`src/rtl/stall_control_unit.sv`:
```
// Stall/flush control for a 5-stage pipeline with a multi-cycle multdiv unit.
// Handles load-use hazards, taken-branch flushes, and multdiv start/wait/timeout.
module stall_control_unit #(
  parameter logic [5:0] MD_TIMEOUT = 6'd40
) (
  input  logic        clock,
  input  logic        reset,
  input  logic [31:0] FD_Latch_Instr,
  input  logic [31:0] DX_Latch_Instr,
  input  logic        branch_taken,
  input  logic        md_result_ready,
  output logic        stall_PC,
  output logic        stall_FD,
  output logic        stall_DX,
  output logic        nop_DX,
  output logic        nop_XM,
  output logic        flush_FD,
  output logic        md_ctrl_MULT,
  output logic        md_ctrl_DIV,
  output logic        md_busy,
  output logic        md_timeout
);

  localparam logic [0:0] StIdle = 1'b0;
  localparam logic [0:0] StBusy = 1'b1;

  localparam logic [4:0] OpRtype = 5'd0;
  localparam logic [4:0] OpBne   = 5'd2;
  localparam logic [4:0] OpJr    = 5'd4;
  localparam logic [4:0] OpAddi  = 5'd5;
  localparam logic [4:0] OpBlt   = 5'd6;
  localparam logic [4:0] OpSw    = 5'd7;
  localparam logic [4:0] OpLw    = 5'd8;
  localparam logic [4:0] OpBex   = 5'd22;
  localparam logic [4:0] AluMul  = 5'd6;
  localparam logic [4:0] AluDiv  = 5'd7;

  // Last BUSY count before the operation is declared hung.
  localparam logic [5:0] CntLast = MD_TIMEOUT - 6'd1;

  logic [0:0] state_q, state_d;
  logic [5:0] md_cnt_q, md_cnt_d;
  logic       md_timeout_q, md_timeout_d;

  // Field extraction
  logic [4:0] fd_op, fd_rd, fd_rs, fd_rt;
  logic [4:0] dx_op, dx_rd, dx_alu;
  assign fd_op  = FD_Latch_Instr[31:27];
  assign fd_rd  = FD_Latch_Instr[26:22];
  assign fd_rs  = FD_Latch_Instr[21:17];
  assign fd_rt  = FD_Latch_Instr[16:12];
  assign dx_op  = DX_Latch_Instr[31:27];
  assign dx_rd  = DX_Latch_Instr[26:22];
  assign dx_alu = DX_Latch_Instr[6:2];

  logic unused_instr_bits;
  assign unused_instr_bits = ^{FD_Latch_Instr[11:0], DX_Latch_Instr[21:7], DX_Latch_Instr[1:0]};

  logic dx_is_mul, dx_is_div, dx_is_lw;
  assign dx_is_mul = (dx_op == OpRtype) && (dx_alu == AluMul);
  assign dx_is_div = (dx_op == OpRtype) && (dx_alu == AluDiv);
  assign dx_is_lw  = (dx_op == OpLw);

  // Source registers read by the instruction in F/D (sw data register rd is not a hazard here)
  logic [4:0] src_a, src_b;
  logic       src_a_vld, src_b_vld;
  always_comb begin
    src_a     = 5'd0;
    src_b     = 5'd0;
    src_a_vld = 1'b0;
    src_b_vld = 1'b0;
    unique case (fd_op)
      OpRtype: begin
        src_a = fd_rs; src_a_vld = 1'b1;
        src_b = fd_rt; src_b_vld = 1'b1;
      end
      OpAddi, OpLw, OpSw: begin
        src_a = fd_rs; src_a_vld = 1'b1;
      end
      OpBne, OpBlt: begin
        src_a = fd_rd; src_a_vld = 1'b1;
        src_b = fd_rs; src_b_vld = 1'b1;
      end
      OpJr: begin
        src_a = fd_rd; src_a_vld = 1'b1;
      end
      OpBex: begin
        src_a = 5'd30; src_a_vld = 1'b1;
      end
      default: ;
    endcase
  end

  logic load_use;
  assign load_use = dx_is_lw && (dx_rd != 5'd0) &&
                    ((src_a_vld && (src_a == dx_rd)) || (src_b_vld && (src_b == dx_rd)));

  // Priority decode: BUSY handling, then branch flush, then multdiv start, then load-use
  always_comb begin
    state_d      = state_q;
    md_cnt_d     = md_cnt_q;
    md_timeout_d = md_timeout_q;
    stall_PC     = 1'b0;
    stall_FD     = 1'b0;
    stall_DX     = 1'b0;
    nop_DX       = 1'b0;
    nop_XM       = 1'b0;
    flush_FD     = 1'b0;
    md_ctrl_MULT = 1'b0;
    md_ctrl_DIV  = 1'b0;
    if (reset) begin
      state_d = StIdle;
    end else if (state_q == StBusy) begin
      if (md_result_ready) begin
        state_d = StIdle;
      end else if (md_cnt_q >= CntLast) begin
        // Let DX move on but keep the missing result out of X/M.
        md_timeout_d = 1'b1;
        nop_XM       = 1'b1;
        state_d      = StIdle;
      end else begin
        stall_PC = 1'b1;
        stall_FD = 1'b1;
        stall_DX = 1'b1;
        nop_XM   = 1'b1;
        md_cnt_d = md_cnt_q + 6'd1;
      end
    end else if (branch_taken) begin
      flush_FD = 1'b1;
      nop_DX   = 1'b1;
    end else if (dx_is_mul || dx_is_div) begin
      md_ctrl_MULT = dx_is_mul;
      md_ctrl_DIV  = dx_is_div;
      stall_PC     = 1'b1;
      stall_FD     = 1'b1;
      stall_DX     = 1'b1;
      nop_XM       = 1'b1;
      state_d      = StBusy;
      md_cnt_d     = 6'd0;
    end else if (load_use) begin
      stall_PC = 1'b1;
      stall_FD = 1'b1;
      nop_DX   = 1'b1;
    end
  end

  assign md_busy    = !reset && (state_q == StBusy);
  assign md_timeout = md_timeout_q;

  // State, counter and sticky timeout flag with synchronous reset
  always_ff @(posedge clock) begin
    if (reset) begin
      state_q      <= StIdle;
      md_cnt_q     <= 6'd0;
      md_timeout_q <= 1'b0;
    end else begin
      state_q      <= state_d;
      md_cnt_q     <= md_cnt_d;
      md_timeout_q <= md_timeout_d;
    end
  end

endmodule

```
`config.mk`:
```
export PLATFORM = sky130hd
export DESIGN_NAME = stall_control_unit
export DESIGN_NICKNAME = d
export VERILOG_FILES = /design/src/rtl/stall_control_unit.sv
export SDC_FILE = /design/constraint.sdc
export NUM_CORES = 1
export LEC_CHECK = 0
export ABC_AREA = 1
export ABC_CLOCK_PERIOD_IN_PS = 4800
export BUFFER_PORTS_ARGS = -buffer_cell sky130_fd_sc_hd__buf_2
export CELL_PAD_IN_SITES_DETAIL_PLACEMENT = 0
export CELL_PAD_IN_SITES_GLOBAL_PLACEMENT = 1
export CORE_MARGIN = 1
export CORE_UTILIZATION = 24
export CTS_BUF_LIST = sky130_fd_sc_hd__clkbuf_4 sky130_fd_sc_hd__clkbuf_8 sky130_fd_sc_hd__clkbuf_16
export DETAILED_ROUTE_END_ITERATION = 7
export PLACE_DENSITY = 0.91
export SYNTH_ARGS = -nofsm -noshare
export SYNTH_HDL_FRONTEND = slang
export SYNTH_SLANG_ARGS = --single-unit
```
`constraint.sdc`:
```
create_clock -name clock -period 4.8 [get_ports clock]
set_input_delay 0.72 -clock clock [delete_from_list [all_inputs] [get_ports clock]]
set_output_delay 0.72 -clock clock [all_outputs]
set_load 0.1 [all_outputs]
```
==> results_dict.tcl, run 1 <==
set metrics [dict create \
    drive_gt1_frac 0.279 \
    rows 22 \
    htreeDepth 1 \
    rrSetupSlack_ns 3.17 \
    status "completed" \
    clockBufferDepth 2 \
    start_kind "input pin" \
    clkSinkCount 8 \
    power_density_nw_per_um2 164 \
    cts_tree "done" \
    place_hpwl_mm 2.05 \
    arrival_ns 2.46 \
    synth.avg_cell_area_um2 5.40 \
    leakage_nw 0.721 \
    ant_nets 0 \
    syn_nets 241 \
    p_seq_frac 0.323 \
    cpMostUsedCell "nand2_1" \
    fin_crit_sh 0.663 \
    start_util 0.252 \
    p_clk_frac 0.396 \
    syn_inst 172 \
    post_cts_buffers 0 \
    cts_buffers 3 \
    finalSetupViolations 0 \
    min_path_type "reg2reg" \
    first_pass_iters 5 \
    rr_endpoint "md_cnt_q[3]$_SDFFE_PP0P_" \
    insertion_delay_ns 0.23 \
    async_reset_ff_frac 0 \
    wl_per_cell_um 8.94 \
    min_period_ns 3.18 \
    hp-start "md_timeout$_SDFFE_PP0P_" \
    syn_to_final_growth_pct 36.0 \
    power_frac_comb 0.281 \
    die_area_um2 4120 \
    finalHoldViolCount 0 \
    clk_pin_slew_ns 0.04 \
    slew-limit-headroom 0.675 \
    drc 0 \
    worst_pin_slew_ns 0.491 \
    vias 1166 \
    grt_use_total 0.127 \
    wl_mm 2.41 \
    antenna_found_initial 0 \
    place_area_um2 1220 \
    skew_ns 0.00123 \
    postCtsHoldBufs 0 \
    grt_max_degree 10 \
    num_io_pins 78 \
    synthesis.area_um2 928 \
    synth_edf_count 0 \
    grt_pass1_wl_mm 4.14 \
    reg2reg_depth 7 \
    ys_ff_latch 8 \
    switchingPower_mw 0.0628 \
    cts_resized 0 \
    p_int_mw 0.144 \
    via_per_inst 4.32 \
    io_buffers 48 \
    crit_slowest_cell "buf_2" \
    drv_cap 0 \
    maxSlewViolCount 0 \
    crit_path_end_kind "primary output" \
    nets 293 \
    dp_slack_ns 1.59 \
    rr_startpoint "md_cnt_q[0]$_SDFFE_PP0P_" \
    first_global_vias 1001 \
    die_h_um 64.2 \
    peakVddDrop_mv 0.0536 \
    fill_cells 434 \
    rsz0062_at_grt "no" \
    fin_area_um2 1260 \
    antenna_cells 0 \
    overflow 0 \
    sw_frac_of_total 0.304 \
    dieWidth_um 64.2 \
    tns_ns 0 \
    whs_endpoint "md_timeout$_SDFFE_PP0P_" \
    hold_depth 2 \
    path_class "in2out" \
    synth_cell_types 23 \
    finalWorstSetupSlack_ns 1.62 \
    cts_root_buf "clkbuf_8" \
    core_area_um2 3690 \
    max_stage_delay_ns 0.42 \
    yosysSeqAreaShare 0.173 \
    drtIter0Drc 89 \
    max_freq_mhz 314 \
    synthFlopType "dfxtp_1" \
    cp.required_ns 4.08 \
    path_cells "buf_2 > nor2_1 > inv_1 > nor2_4 > nor2_4 > nand2_4 > nand2_1 > nand3_1 > nand2_1 > nor2_1 > nand3_1 > nand2_1 > nand3_1 > nand2_1 > buf_2" \
    critPathMaxFanout 7 \
    place_congestion 0.863 \
    synth_warnings 0 \
    fin_util 0.342 \
]
==> cell families after synthesis <==
family          synth area share
compound gates             0.111
buf+inv                    0.109
xor+xnor                  0.0472
fa+ha+maj                 0.0135
simple gates               0.547
flops                      0.173
==> stage by stage <==
stage          hold slack [ns]  std cells  total power [mW]
3_3_place_gp             0.437        267             0.126
4_1_cts                  0.444        270             0.209
3_5_place_dp             0.438        267             0.126
6_report                 0.443        270             0.207
2_1_floorplan            0.437        172             0.101
5_1_grt                  0.480        270             0.222
==> power groups by stage <==
stage / Combinational (mW) / Clock, mW / Sequential [mW]
finish: 0.0580 / 0.0819 / 0.0668
global route: 0.0654 / 0.0897 / 0.0666
CTS: 0.0582 / 0.0838 / 0.0668
detailed placement: 0.0579 / 0 / 0.0679
global placement: 0.0577 / 0 / 0.0679
floorplan: 0.0331 / 0 / 0.0679
==> critical path: cells and delay by family <==
family                 cells  cell delay, ns
AND/OR/NAND/NOR           12            1.13
buffers and inverters      3            0.62
==> cell usage after synthesis (2+ instances only) <==
library cell,number,area share
nand3_1,16,0.086
inv_1,24,0.097
nand2_1,56,0.23
a21oi_1,10,0.054
o21ai_0,4,0.022
nor2_1,28,0.11
nor2_2,3,0.020
nor3_1,2,0.011
xor2_1,5,0.047
dfxtp_1,8,0.17
nand2_2,2,0.013
nor2_4,2,0.024
nor3b_1,2,0.016
==> cell usage in the layout (no fill, tap or decap), drive strengths merged, types with 2 or more instances in the layout <==
master,n
o21ai,4
clkbuf,3
inv,25
xor2,5
dfxtp,8
a21oi,10
buf,48
nand3,16
nor3,3
nor2,33
nor3b,2
nand2,59
==> sequential cells by signal (all words and copies together), names as in the netlist <==
register    cells
md_cnt_q        6
md_timeout      1
state_q         1
==> how the worst max path moves through the flow <==
stage / startpoint / end / slack [ns] / cells after the start
2_1_floorplan: DX_Latch_Instr[30] / stall_PC / 0.10 / 10
3_3_place_gp: FD_Latch_Instr[30] / stall_FD / 1.60 / 15
3_5_place_dp: FD_Latch_Instr[30] / stall_FD / 1.59 / 15
4_1_cts: FD_Latch_Instr[30] / stall_PC / 1.58 / 15
5_1_grt: FD_Latch_Instr[29] / stall_PC / 1.38 / 14
6_report: FD_Latch_Instr[30] / stall_FD / 1.62 / 15
==> layer usage <==
layer	up-vias	global-route usage	routed length (µm)
met3	4	0.0268	197
met4	0	0.0583	44
met5	-	0	0
met1	470	0.166	1130
met2	49	0.197	1040
li1	643	-	-
==> area by class of cell <==
class                           count  area (µm²)  area share
Multi-Input combinational cell    138         667       0.528
Inverter                           25        93.8      0.0743
Clock buffer                        3        41.3      0.0327
Sequential cell                     8         160       0.127
Timing Repair Buffer               48         240       0.190
Tap cell                           48        60.1      0.0476
No activity file was read; power rests on OpenSTA's default activity.
==> inputs of run 2 (changes only) <==
==> config.mk (replaced) <==
export PLATFORM = sky130hd
export DESIGN_NAME = stall_control_unit
export DESIGN_NICKNAME = d
export VERILOG_FILES = /design/src/rtl/stall_control_unit.sv
export SDC_FILE = /design/constraint.sdc
export NUM_CORES = 1
export LEC_CHECK = 0
export ABC_AREA = 0
export ABC_CLOCK_PERIOD_IN_PS = 3100
export BUFFER_PORTS_ARGS = -buffer_cell sky130_fd_sc_hd__buf_2
export CELL_PAD_IN_SITES_DETAIL_PLACEMENT = 0
export CELL_PAD_IN_SITES_GLOBAL_PLACEMENT = 1
export CORE_MARGIN = 1
export CORE_UTILIZATION = 25
export CTS_BUF_LIST = sky130_fd_sc_hd__clkbuf_4 sky130_fd_sc_hd__clkbuf_8 sky130_fd_sc_hd__clkbuf_16
export DETAILED_ROUTE_END_ITERATION = 7
export PLACE_DENSITY = 0.88
export SYNTH_ARGS = -nofsm -noshare
export SYNTH_HDL_FRONTEND = slang
export SYNTH_SLANG_ARGS = --single-unit
==> constraint.sdc (replaced) <==
create_clock -name clock -period 3.1 [get_ports clock]
set_input_delay 0.465 -clock clock [delete_from_list [all_inputs] [get_ports clock]]
set_output_delay 0.465 -clock clock [all_outputs]
set_load 0.1 [all_outputs]
==> run 2 against run 1 <==
Routed wire length up 8.7%. Critical path type unchanged. Via count down 5.4%. Non-clock buffer count up 3. Sequential power up 54%. Clock skew down 0.00067 ns. Core utilization up 4.8 points. Synthesized area up 1.5%. First-iteration DRC count down 48%. Sequential share of layout area down 0.86 points.
==> results_dict.tcl, run 2 <==
set metrics [dict create \
    status "completed" \
    place_congestion 0.813 \
    maxSlewViolCount 0 \
    rsz0062_at_grt "no" \
    yosysMostFrequentCell "nor2_1" \
    finalSetupViolations 0 \
    globalRouteMet1Util 0.173 \
    io_buffers 48 \
    layout_commonest_cell "buf_2" \
    first_pass_iters 4 \
    dieWidth_um 63.4 \
    peakVddDrop_mv 0.180 \
    drv_cap 0 \
    p_seq_frac 0.315 \
    grt_use_total 0.133 \
    power_frac_comb 0.316 \
    ys_ff_latch 8 \
    ant_nets 0 \
    path_buf_inv 2 \
    first_global_vias 996 \
    use_met2 0.222 \
    via_per_inst 5.08 \
    cts_resized 0 \
    total_power_mw 0.328 \
    sw_frac_of_total 0.286 \
    min_period_ns 2.92 \
    antenna_found_initial 0 \
    die_h_um 63.4 \
    critPathMaxFanout 12 \
    synth_warnings 0 \
    start_util 0.272 \
    clockBufferDepth 2 \
    drc 0 \
    max_stage_delay_ns 0.55 \
    crit_family "compound AO/OA/AOI/OAI gates" \
    path_cells "buf_2 > or4b_4 > a21oi_2 > o31a_1 > o211ai_1 > o41a_1 > o21bai_4 > buf_12" \
    power_density_nw_per_um2 242 \
    nets 242 \
    postCtsHoldBufs 0 \
    finalHoldViolCount 0 \
    cts_root_buf "clkbuf_8" \
    cts_buffers 3 \
    hold_depth 2 \
    synth_area_leader_cell "dfxtp_1" \
    clk_pin_slew_ns 0.04 \
    core_area_um2 3470 \
    synthFlopType "dfxtp_1" \
    syn_inst 124 \
    synth_edf_count 0 \
    post_cts_buffers 0 \
    antenna_cells 0 \
    synth_top_area_frac 0.170 \
    overflow 0 \
    wl_mm 2.63 \
    synthesis.area_um2 942 \
    dp.cells 214 \
    slew-limit-headroom 0.669 \
    max_freq_mhz 342 \
    vias 1103 \
    path_class "in2out" \
    start_kind "input pin" \
    p_int_mw 0.234 \
    crit_cells 8 \
    htreeDepth 1 \
    grt_pass1_wl_mm 4.39 \
    syn_nets 193 \
    async_reset_ff_frac 0 \
    worst_pin_slew_ns 0.489 \
    num_io_pins 78 \
    switchingPower_mw 0.0938 \
    place_hpwl_mm 2.15 \
    final-instance-count-excl-fill 217 \
    synth_cell_types 52 \
    largest_reg_flops 6 \
    rows 21 \
    fin_util 0.390 \
    largest-register "md_cnt_q" \
    p_clk_frac 0.369 \
    grt_max_degree 13 \
    reg2reg_depth 7 \
    synth_area_leaders "dfxtp_1 17%, xor2_1 6.5%, nor2_1 5.6%, nor3b_1 4.0%, a32oi_1 3.7%" \
    arrival_ns 2.46 \
    skew_ns 0.000559 \
    synthTopCellsByCount "14 x nor2_1, 8 x dfxtp_1, 8 x nand2_1" \
    crit_path_end_kind "primary output" \
    use_met3 0.0254 \
    crit_slowest_cell "or4b_4" \
    min_path_type "reg2reg" \
    drive_gt1_frac 0.427 \
    leakage_nw 0.580 \
    insertion_delay_ns 0.22 \
    most-common-layout-cells "45 x buf_2, 14 x nor2_1, 8 x nand2_1, 8 x dfxtp_1, 7 x xor2_1" \
    fin_crit_sh 0.942 \
    die_area_um2 4020 \
    synth.avg_cell_area_um2 7.60 \
    cts_tree "done" \
    drtIter0Drc 46 \
    cp.required_ns 2.63 \
    top_usage_layer "met2" \
    clkSinkCount 8 \
    yosysSeqAreaShare 0.170 \
    syn_to_final_growth_pct 43.7 \
    wl_per_cell_um 12.1 \
]
run 2: layout make-up:
cell class,count,area [µm²]
fill,377,2110
multi-input combinational,105,772
timing repair buffer,51,308
sequential,8,160
tap,46,57.6
clock buffer,3,41.3
inverter,4,15.0
run 2: power by group through the flow:
stage          clock network [mW]  logic, mW  registers [mW]
2_1_floorplan                   0     0.0625           0.105
3_5_place_dp                    0      0.103           0.105
3_3_place_gp                    0      0.102           0.105
6_report                    0.121      0.104           0.103
5_1_grt                     0.129      0.113           0.103
4_1_cts                     0.124      0.104           0.103
run 2: logic make-up (layout without fill, tap and decap cells):
logic type               Yosys count  in the layout  synth area share
AO/OA/AOI/OAI                     32             32             0.262
XOR/XNOR                           9              9            0.0837
adder cells (fa/ha/maj)            1              1            0.0133
buffers and inverters             11             58            0.0584
flip-flops                         8              8             0.170
multiplexers                       4              4            0.0465
AND/OR/NAND/NOR                   59             59             0.367
run 2: worst min-delay path, stage by stage (launching register included):
cell and delay [ns]:
dfxtp_1 0.32, a41oi_1 0.05, nor2_1 0.07
run 2: layer usage:
layer,vias to the layer above,wire [µm],share of wire
li1,568,-,-
met1,496,1290,0.49
met2,35,1200,0.46
met3,4,110,0.042
met4,0,29,0.011
met5,-,0,0
run 2: through the flow:
stage	instance area (µm²)	setup WS [ns]	hold WS [ns]	TNS, ns
after global placement	1310	0.185	0.464	0
after detailed placement	1310	0.177	0.475	0
final	1350	0.178	0.481	0
after global routing	1350	0.102	0.526	0
after floorplan	997	-0.407	0.449	-0.430
after CTS	1350	0.174	0.486	0
run 2: worst paths after layout:
check,startpoint,end,slack (ns)
max,FD_Latch_Instr[29],stall_PC,0.18
max reg2reg,md_cnt_q[0]$_SDFFE_PP0P_,md_cnt_q[5]$_SDFFE_PP0P_,1.16
min reg2reg,md_timeout$_SDFFE_PP0P_,md_timeout$_SDFFE_PP0P_,0.48
min,md_timeout$_SDFFE_PP0P_,md_timeout$_SDFFE_PP0P_,0.48
==> inputs of run 3 (changes only) <==
--- a/config.mk
+++ b/config.mk
@@ -15,6 +15,7 @@
 export CTS_BUF_LIST = sky130_fd_sc_hd__clkbuf_4 sky130_fd_sc_hd__clkbuf_8 sky130_fd_sc_hd__clkbuf_16
 export DETAILED_ROUTE_END_ITERATION = 7
 export PLACE_DENSITY = 0.88
+export SETUP_SLACK_MARGIN = 0.2
 export SYNTH_ARGS = -nofsm -noshare
 export SYNTH_HDL_FRONTEND = slang
 export SYNTH_SLANG_ARGS = --single-unit
==> run 3 against run 2 <==
Critical path depth did not move. Final area rose by 8.2%. Hold slack got worse by 0.015 ns. Fmax rose by 3.1%. Global-route usage fell by 0.21 points. Cell count rose by 2.3%. Clock power barely moved. Clock skew barely moved. Routed wire length rose by 7.1%. Sequential power barely moved. Critical endpoint is now stall_FD.
==> results_dict.tcl, run 3 (synthesized netlist as in run 2, its figures left out) <==
set metrics [dict create \
    critPathMaxFanout 6 \
    dieWidth_um 63.4 \
    die_h_um 63.4 \
    drc 0 \
    postCtsHoldBufs 0 \
    antenna_cells 0 \
    antenna_found_initial 0 \
    cts_root_buf "clkbuf_8" \
    wl_met3_um 222 \
    total_power_mw 0.342 \
    p_seq_frac 0.303 \
    power_frac_comb 0.345 \
    rows 21 \
    path_class "in2out" \
    layout_commonest_cell "buf_2" \
    start_util 0.272 \
    first_pass_iters 4 \
    wl_met2_mm 1.35 \
    cp.required_ns 2.63 \
    htreeDepth 1 \
    place_congestion 0.811 \
    slew-limit-headroom 0.621 \
    vias 1149 \
    switchingPower_mw 0.0976 \
    wl_mm 2.81 \
    finalHoldViolCount 0 \
    ant_nets 0 \
    wl_met1_mm 1.24 \
    maxSlewViolCount 0 \
    grt_max_degree 13 \
    power_density_nw_per_um2 233 \
    p_int_mw 0.244 \
    cts_buffers 3 \
    most-common-layout-cells "42 x buf_2, 13 x nor2_1, 8 x nand2_1, 8 x dfxtp_1, 8 x buf_4" \
    via_per_inst 5.18 \
    io_buffers 48 \
    arrival_ns 2.37 \
    syn_to_final_growth_pct 55.5 \
    drv_cap 0 \
    p_clk_frac 0.352 \
    overflow 0 \
    peakVddDrop_mv 0.312 \
    skew_ns 0.000937 \
    place_area_um2 1330 \
    sw_frac_of_total 0.286 \
    min_period_ns 2.83 \
    rsz0062_at_grt "no" \
    fin_crit_sh 0.914 \
    cts_tree "done" \
    num_io_pins 78 \
    min_path_type "reg2reg" \
    crit_path_end_kind "primary output" \
    clockBufferDepth 2 \
    fin_area_um2 1470 \
    clk_pin_slew_ns 0.04 \
    leakage_nw 0.626 \
    rrSetupSlack_ns 1.18 \
    insertion_delay_ns 0.22 \
    die_area_um2 4020 \
    nets 247 \
    drive_gt1_frac 0.472 \
    routed.top_layer "met3" \
    drtIter0Drc 58 \
    largest_reg_flops 6 \
    max_freq_mhz 353 \
    start_kind "input pin" \
    finalSetupViolations 0 \
    first_global_vias 987 \
    wl_per_cell_um 12.7 \
    grt_pass1_wl_mm 4.33 \
    status "completed" \
    place_hpwl_mm 2.18 \
    largest-register "md_cnt_q" \
    clkSinkCount 8 \
    worst_pin_slew_ns 0.561 \
    core_area_um2 3470 \
    grt_use_total 0.131 \
]
run 3: cell types whose count changed in the layout (fill, tap and decap cells not counted), moves of 2 or more:
cell | previous run | this run
buf_4 | 3 | 8
buf_2 | 45 | 42
nor4_2 | 1 | 3
nor4_1 | 2 | 0
buf_12 | 3 | 5
run 3: routing by layer:
| metal | up-vias | GRT usage |
|---|---|---|
| met4 | 0 | 0.0170 |
| met5 | - | 0 |
| li1 | 579 | - |
| met3 | 0 | 0.0380 |
| met1 | 514 | 0.167 |
| met2 | 56 | 0.221 |
run 3: power groups by stage:
stage | Sequential, mW | Clock, mW | Combinational (mW)
floorplan | 0.105 | 0 | 0.0632
global placement | 0.105 | 0 | 0.105
detailed placement | 0.105 | 0 | 0.105
CTS | 0.103 | 0.125 | 0.105
global route | 0.103 | 0.130 | 0.127
finish | 0.103 | 0.120 | 0.118
run 3: area by class of cell:
cell class              instances  area, µm²
fillers                       375       2000
multi-input cells             105        810
repair buffers                 56        382
flip-flops and latches          8        160
well taps                      46       57.6
clock buffers                   3       41.3
inverters                       4       15.0
run 3: path summary, 6_finish.rpt:
check,start,end,cells past startpoint
min,md_timeout$_SDFFE_PP0P_,md_timeout$_SDFFE_PP0P_,2
min reg2reg,md_timeout$_SDFFE_PP0P_,md_timeout$_SDFFE_PP0P_,2
max reg2reg,state_q$_DFF_P_,md_cnt_q[5]$_SDFFE_PP0P_,6
max,FD_Latch_Instr[27],stall_FD,8
run 3: critical path, cell delays in order:
cell,delay (ns)
buf_2,0.15
nor4b_1,0.55
a32oi_1,0.14
nand2_1,0.12
xnor2_1,0.07
o41a_1,0.47
o21bai_4,0.20
buf_12,0.20
run 3: timing repair:
item,CTS,global route
gates resized for setup,0,16
setup buffers,0,5
setup endpoints to repair,0,3
run 3: through the flow:
stage,setup WS (ns),setup TNS (ns),hold slack [ns],std cells,utilization
global route,0.199,0,0.496,222,0.422
finish,0.265,0,0.466,222,0.422
CTS,0.210,0,0.473,217,0.395
detailed placement,0.213,0,0.463,214,0.383
floorplan,-0.216,-0.239,0.449,124,-
global placement,0.218,0,0.461,214,0.383
